[src/rtl/deserializer_pkg.sv]
// Shared types and constants for the deserializer and its training FSM.
package deserializer_pkg;

  localparam int LOCK_CNT_W = 4;

  typedef enum logic [1:0] {
    SEARCH  = 2'd0,
    SLIP    = 2'd1,
    DISCARD = 2'd2,
    LOCKED  = 2'd3
  } train_state_e;

endpackage

[src/rtl/deserializer_train_fsm.sv]
// Word-boundary training: compares committed words against a known pattern,
// slips one beat per mismatch and locks after LOCK_COUNT consecutive matches.
module deserializer_train_fsm
  import deserializer_pkg::*;
#(
  parameter int              D          = 8,
  parameter int              S          = 8,
  parameter logic [D*S-1:0]  TRAIN_WORD = 64'h0706050403020100,
  parameter int              LOCK_COUNT = 4,
  parameter int              CW         = $clog2(S)
) (
  input  logic             high_speed_clock,
  input  logic             reset,
  input  logic             commit,
  input  logic [D*S-1:0]   word,
  input  logic [CW-1:0]    cnt,
  output logic             slip_req,
  output logic             locked
);

  train_state_e           state_q, state_d;
  logic [LOCK_CNT_W-1:0]  match_cnt_q, match_cnt_d;
  logic                   frame_end_s;

  assign frame_end_s = commit && (cnt == CW'(S - 1));
  assign slip_req    = (state_q == SLIP);
  assign locked      = (state_q == LOCKED);

  // State and match-counter registers.
  always_ff @(posedge high_speed_clock) begin
    if (reset) begin
      state_q     <= SEARCH;
      match_cnt_q <= '0;
    end else begin
      state_q     <= state_d;
      match_cnt_q <= match_cnt_d;
    end
  end

  // Next-state logic; SLIP lasts exactly one cycle, DISCARD drops the partial frame.
  always_comb begin
    state_d     = state_q;
    match_cnt_d = match_cnt_q;
    case (state_q)
      SEARCH: begin
        if (frame_end_s) begin
          if (word == TRAIN_WORD) begin
            match_cnt_d = match_cnt_q + LOCK_CNT_W'(1);
            if ((match_cnt_q + LOCK_CNT_W'(1)) == LOCK_CNT_W'(LOCK_COUNT)) begin
              state_d = LOCKED;
            end else begin
              state_d = SEARCH;
            end
          end else begin
            match_cnt_d = '0;
            state_d     = SLIP;
          end
        end else begin
          state_d = SEARCH;
        end
      end
      SLIP:    state_d = DISCARD;
      DISCARD: begin
        if (frame_end_s) begin
          state_d = SEARCH;
        end else begin
          state_d = DISCARD;
        end
      end
      LOCKED:  state_d = LOCKED;
      default: state_d = SEARCH;
    endcase
  end

endmodule

[src/rtl/deserializer.sv]
// Reassembles S consecutive D-bit beats into one word, with beat-slip alignment.
// Define DESERIALIZER_TRAINING_EN to add automatic boundary training.
module deserializer
  import deserializer_pkg::*;
#(
  parameter int              D          = 8,
  parameter int              S          = 8,
  parameter logic [D*S-1:0]  TRAIN_WORD = 64'h0706050403020100,
  parameter int              LOCK_COUNT = 4
) (
  input  logic                   high_speed_clock,
  input  logic                   reset,
  input  logic [D-1:0]           data_in,
  input  logic                   bitslip,
  output logic [D*S-1:0]         data_out,
  output logic                   data_valid,
  output logic [$clog2(S)-1:0]   beat_index,
  output logic                   locked
);

  localparam int CW = $clog2(S);

  logic [CW-1:0]   cnt_q, cnt_d;
  logic [D*S-1:0]  asm_q, asm_d;
  logic [D*S-1:0]  data_out_q, data_out_d;
  logic            data_valid_q, data_valid_d;
  logic            slip_s, commit_s, locked_s;

`ifdef DESERIALIZER_TRAINING_EN
  logic slip_req_s;

  deserializer_train_fsm #(
    .D          (D),
    .S          (S),
    .TRAIN_WORD (TRAIN_WORD),
    .LOCK_COUNT (LOCK_COUNT),
    .CW         (CW)
  ) u_train_fsm (
    .high_speed_clock (high_speed_clock),
    .reset            (reset),
    .commit           (commit_s),
    .word             (data_out_d),
    .cnt              (cnt_q),
    .slip_req         (slip_req_s),
    .locked           (locked_s)
  );

  // Once locked the boundary is frozen, so neither slip source is honoured.
  assign slip_s = (bitslip | slip_req_s) & ~locked_s;
`else
  logic unused_cfg_s;

  assign unused_cfg_s = ^{TRAIN_WORD, LOCK_CNT_W'(LOCK_COUNT)};
  assign locked_s     = 1'b1;
  assign slip_s       = bitslip;
`endif

  assign commit_s   = (cnt_q == CW'(S - 1)) && !slip_s;
  assign data_out   = data_out_q;
  assign data_valid = data_valid_q;
  assign beat_index = cnt_q;
  assign locked     = locked_s;

  // Slot counter, assembly buffer and output word next-state.
  always_comb begin
    asm_d                 = asm_q;
    asm_d[cnt_q*D +: D]   = data_in;
    data_valid_d          = commit_s;
    if (slip_s) begin
      cnt_d = cnt_q;
    end else begin
      cnt_d = cnt_q + CW'(1);
    end
    // The last beat bypasses the buffer so the word is out with zero latency.
    if (commit_s) begin
      data_out_d = {data_in, asm_q[D*(S-1)-1:0]};
    end else begin
      data_out_d = data_out_q;
    end
  end

  // Datapath registers.
  always_ff @(posedge high_speed_clock) begin
    if (reset) begin
      cnt_q        <= '0;
      asm_q        <= '0;
      data_out_q   <= '0;
      data_valid_q <= 1'b0;
    end else begin
      cnt_q        <= cnt_d;
      asm_q        <= asm_d;
      data_out_q   <= data_out_d;
      data_valid_q <= data_valid_d;
    end
  end

endmodule

[config.mk]
export PLATFORM = sky130hd
export DESIGN_NAME = deserializer
export DESIGN_NICKNAME = d
export VERILOG_FILES = /design/src/rtl/deserializer_pkg.sv /design/src/rtl/deserializer_train_fsm.sv /design/src/rtl/deserializer.sv
export SDC_FILE = /design/constraint.sdc
export NUM_CORES = 1
export LEC_CHECK = 0
export CORE_MARGIN = 2
export CORE_UTILIZATION = 55
export CTS_BUF_LIST = sky130_fd_sc_hd__clkbuf_8
export CTS_CLUSTER_SIZE = 30
export DETAILED_ROUTE_END_ITERATION = 6
export PLACE_DENSITY = 0.89
export SETUP_SLACK_MARGIN = 0.1
export SLEW_MARGIN = 25
export SYNTH_ARGS = -nofsm -noshare
export SYNTH_HDL_FRONTEND = slang
export SYNTH_SLANG_ARGS = --single-unit
export TNS_END_PERCENT = 5
[constraint.sdc]
create_clock -name high_speed_clock -period 3.5 [get_ports high_speed_clock]
set_clock_uncertainty 0.2 [all_clocks]
set_input_delay 0.7 -clock high_speed_clock [delete_from_list [all_inputs] [get_ports high_speed_clock]]
set_output_delay 0.7 -clock high_speed_clock [all_outputs]
set_load 0.03 [all_outputs]
Word-level counts from Yosys, hierarchy flattened --
Index checks and enable logic that the tools add are counted.
Word-level totals: bits in registers 132, output and inout port bits 69, logic and storage cells 12
Cells by class: $add $sub $neg 2, equality and inequality tests 1, shifts and indexed selects 2, muxes and demuxes 1, reduce and logical (&&, ||, !) cells 2
Operator list (number):
- 64-bit bitwise mux | 1
- 8-bit by 34-bit variable shift with 64-bit output, first input constant | 1
- 8-bit by 34-bit indexed part select with 64-bit output | 1
- 6-bit negation with 34-bit output | 1
- 3-bit by 1-bit adder with 3-bit output, second input constant | 1
- 3-bit equality test, second input constant | 1
- 1-bit logical AND | 1
- 1-bit zero test | 1

Logic depth before layout (Yosys ltp) --
word-level depth 3, depth in mapped cells 10

Worst setup path before layout --
No wires, ideal clock.
path type register to register, start point register cnt_q[0] (netlist: beat_index[0]), end point register asm_q[0], setup time 72 ps, arrival 2502 ps, data required time 3228 ps, path slack 727 ps, cell stages (with the launch flop) 9, path buffers 2, clock period less this slack 2773 ps, cells stage by stage dfxtp_1 buf_2 inv_1 ha_1 ha_1 buf_2 or4b_4 nor3_4 mux2i_1
Between the ends: cells in the longest elaborated chain, start to end 3, elaborated cells on any way between the ends 4, those cells by class add/sub: 1; shift: 2; mux: 1
RTL lines:
- from (decl) | RTL line deserializer.sv:23 | logic [CW-1:0] cnt_q, cnt_d;
- from (signal assigned) | RTL line deserializer.sv:90 | cnt_q <= cnt_d;
- 6-bit negation with 34-bit output (*) | RTL line deserializer.sv:67 | asm_d[cnt_q*D +: D] = data_in;
- 8-bit by 34-bit indexed part select with 64-bit output / 8-bit by 34-bit variable shift with 64-bit output (equally long branches) | RTL line deserializer.sv:67
- 64-bit bitwise mux (*) | RTL line deserializer.sv:67
- to (signal assigned) | RTL line deserializer.sv:91 | asm_q <= asm_d;
- to (decl) | RTL line deserializer.sv:24 | logic [D*S-1:0] asm_q, asm_d;
Every way passes the cells marked *; elsewhere a longest branch is shown, timed or not. A chain may end at the register's enable or synchronous reset.

Worst setup path in the final report --
start point register cnt_q[0] (netlist: beat_index[0]), end point register asm_q[7]
The elaborated chain is that of the path after synthesis.

==> impl_metrics.env <==
export IMPL_share_comb_of_total_power=0.060
export IMPL_ys_seq_area_frac=0.528
export IMPL_ctsResizeCount=0
export IMPL_hold_class="flop to flop"
export IMPL_grt_pass1_vias=3803
export IMPL_powerDensity_mw_per_mm2=502
export IMPL_dpl_cell_area_mm2=0.00552
export IMPL_final_min_clock_period_ns=2.81
export IMPL_areaGrowthSynthToFinish_pct=26.6
export IMPL_status="finished clean"
export IMPL_clock_sink_count=124
export IMPL_p_clk_frac=0.457
export IMPL_p_int_mw=2.31
export IMPL_synth_cell_types=28
export IMPL_syn_area_mm2=0.00470
export IMPL_p_switching_uw=681
export IMPL_first_pass_iters=5
export IMPL_htree_levels=4
export IMPL_cts_inserted_buffers=17
export IMPL_sw_frac_of_total=0.228
export IMPL_fin_crit_sh=0.804
export IMPL_drive_gt1_frac=0.0840
export IMPL_antenna_found_initial=0
export IMPL_peakVddDrop_v=0.000297
export IMPL_detail_route_antenna_nets=0
export IMPL_pin_count=80
export IMPL_max_freq_mhz=355
export IMPL_cp_data_required_time_ns=3.64
export IMPL_cts_tree="done"
export IMPL_grt_pass1_wl_um=18200
export IMPL_initial_utilization=0.570
export IMPL_nFillCells=585
export IMPL_synth_fp_nets=558
export IMPL_relSlewSlack=0.378
export IMPL_dr_first_iter_drc_count=357
export IMPL_core_mm2=0.00826
export IMPL_grt_max_degree=96
export IMPL_maxCapViolations=0
export IMPL_report_final_slew_viol_count=0
export IMPL_yosysTopAreaCell="dfxtp_1"
export IMPL_layout_commonest_cell="nand2_1"
export IMPL_hold_viol_final=0
export IMPL_startpoint_type="flop"
export IMPL_synth_area_top_cells="dfxtp_1 (53%), nand2_1 (12%), a21oi_1 (8.5%), mux2i_1 (7.2%), nand2b_1 (5.5%)"
export IMPL_clock_path_buffers=2
export IMPL_p_seq_frac=0.482
export IMPL_crit_fanout=13
export IMPL_port_buffers=78
export IMPL_root_buffer="clkbuf_8"
export IMPL_clk_pin_slew_worst_paths_ns=0.07
export IMPL_end_kind="flop"
export IMPL_synth_top_area_share=0.528
export IMPL_fp_dieW_um=96.5
export IMPL_drt_total_wl_um=11000
export IMPL_cts_setup_buffers=0
export IMPL_worstMarginPinSlew_ns=0.926
export IMPL_power_mw=2.99
export IMPL_final_cell_area_mm2=0.00595
export IMPL_die_area_mm2=0.00931
export IMPL_viasPerCell=5.45
export IMPL_syn_avg_cell_area_um2=8.68
export IMPL_vias=3946
export IMPL_gp_congestion=0.787
export IMPL_finalNetCount=622
export IMPL_final_setup_tns_ns=0
export IMPL_hold_buffers=0
export IMPL_syn_instance_count=542
export IMPL_rsz0062_at_grt="false"
export IMPL_drc=0
export IMPL_ys_ff_latch=124
export IMPL_die_y_um=96.5
export IMPL_mostFrequentLayoutCells="nand2_1 (153), dfxtp_1 (124), a21oi_1 (80), clkdlybuf4s50_1 (77), nand2b_1 (40)"
export IMPL_fin_util=0.721
export IMPL_synth_warning_count=0
export IMPL_grtUsageTotal=0.257
export IMPL_diodes=0
export IMPL_wire_per_inst_um=15.2
export IMPL_dp_hpwl_um=6890
export IMPL_critPathKind="flop to flop"
export IMPL_power_leakage_nw=2.15
export IMPL_overflow=0
export IMPL_clk_latency_ns=0.43
export IMPL_rows=33
export IMPL_cp_arrival_ns=2.96
export IMPL_setup_violations=0
[cell families (layout without fill, tap and decap cells)]
kind of cell / count (synthesis) / count (layout) / share of synthesized area
mux: 34 / 34 / 0.0724
buf+inv: 44 / 121 / 0.0372
fa+ha+maj: 5 / 5 / 0.0133
flops: 124 / 124 / 0.528
simple gates: 244 / 244 / 0.251
other cells: 1 / 1 / 0.000797
compound gates: 89 / 89 / 0.0958
xor+xnor: 1 / 1 / 0.00186
[flip-flops by register name (all words and copies together) (netlist names)]
register	count
beat_index	3
data_out	64
asm_q	56
data_valid	1
[routing by layer]
metal | track usage | vias to the layer above | share of wire
li1 | - | 1911 | -
met1 | 0.319 | 1855 | 0.42
met2 | 0.405 | 153 | 0.48
met3 | 0.0908 | 27 | 0.083
met4 | 0.109 | 0 | 0.024
met5 | 0 | - | 0
[path summary, 6_finish.rpt]
kind | startpoint | end | slack (ns) | cells after the start
worst min register to register | data_out[29]$_SDFFE_PP0P_ | data_out[29]$_SDFFE_PP0P_ | 0.25 | 2
worst max register to register | beat_index[0]$_SDFFE_PP0N_ | asm_q[7]$_SDFFE_PP0P_ | 0.69 | 6
worst max-delay path | beat_index[0]$_SDFFE_PP0N_ | asm_q[7]$_SDFFE_PP0P_ | 0.69 | 6
worst min-delay path | data_out[29]$_SDFFE_PP0P_ | data_out[29]$_SDFFE_PP0P_ | 0.25 | 2
[power by group through the flow]
stage | clock [mW] | sequential [mW] | combinational, mW
after floorplan | 0 | 1.47 | 0.124
after global placement | 0 | 1.47 | 0.167
after detailed placement | 0 | 1.47 | 0.175
after CTS | 1.38 | 1.44 | 0.178
after global routing | 1.44 | 1.44 | 0.195
final | 1.37 | 1.44 | 0.181
[critical path, cell delays in order, from the launching register on]
cell     delay [ns]
dfxtp_1        0.60
inv_1          0.10
ha_1           0.25
ha_1           0.40
or4b_4         0.53
nor3_4         0.40
mux2i_1        0.26
[Yosys cell counts, drive strengths merged]
cell,count
nand2b,41
or4b,1
nor4bb,1
mux2i,34
nand4b,2
nand4bb,2
nand3b,8
nand3,17
inv,3
xor2,1
conb,1
dfxtp,124
nor2,5
o21ai,8
buf,14
nand2,153
o21ba,1
or3b,8
clkbuf,27
ha,5
a21oi,80
nor3b,1
and4b,1
nor2b,2
nor3,2
[layout make-up]
type	instances	area, um2	share of cell area
Inverter	3	11.3	0.00189
Tap cell	105	131	0.0221
Timing Repair Buffer	86	838	0.141
Multi-Input combinational cell	374	2060	0.345
Sequential cell	124	2480	0.417
Clock inverter	13	173	0.0290
Clock buffer	19	262	0.0439
[metrics by stage]
stage | instances | hold WS (ns) | setup WS [ns]
final | 724 | 0.255 | 0.687
after global routing | 724 | 0.273 | 0.519
after CTS | 724 | 0.255 | 0.699
after detailed placement | 692 | 0.245 | 0.692
after global placement | 692 | 0.239 | 0.887
after floorplan | 542 | 0.232 | 0.727
Note: power is estimated with default switching activity, not from simulation.
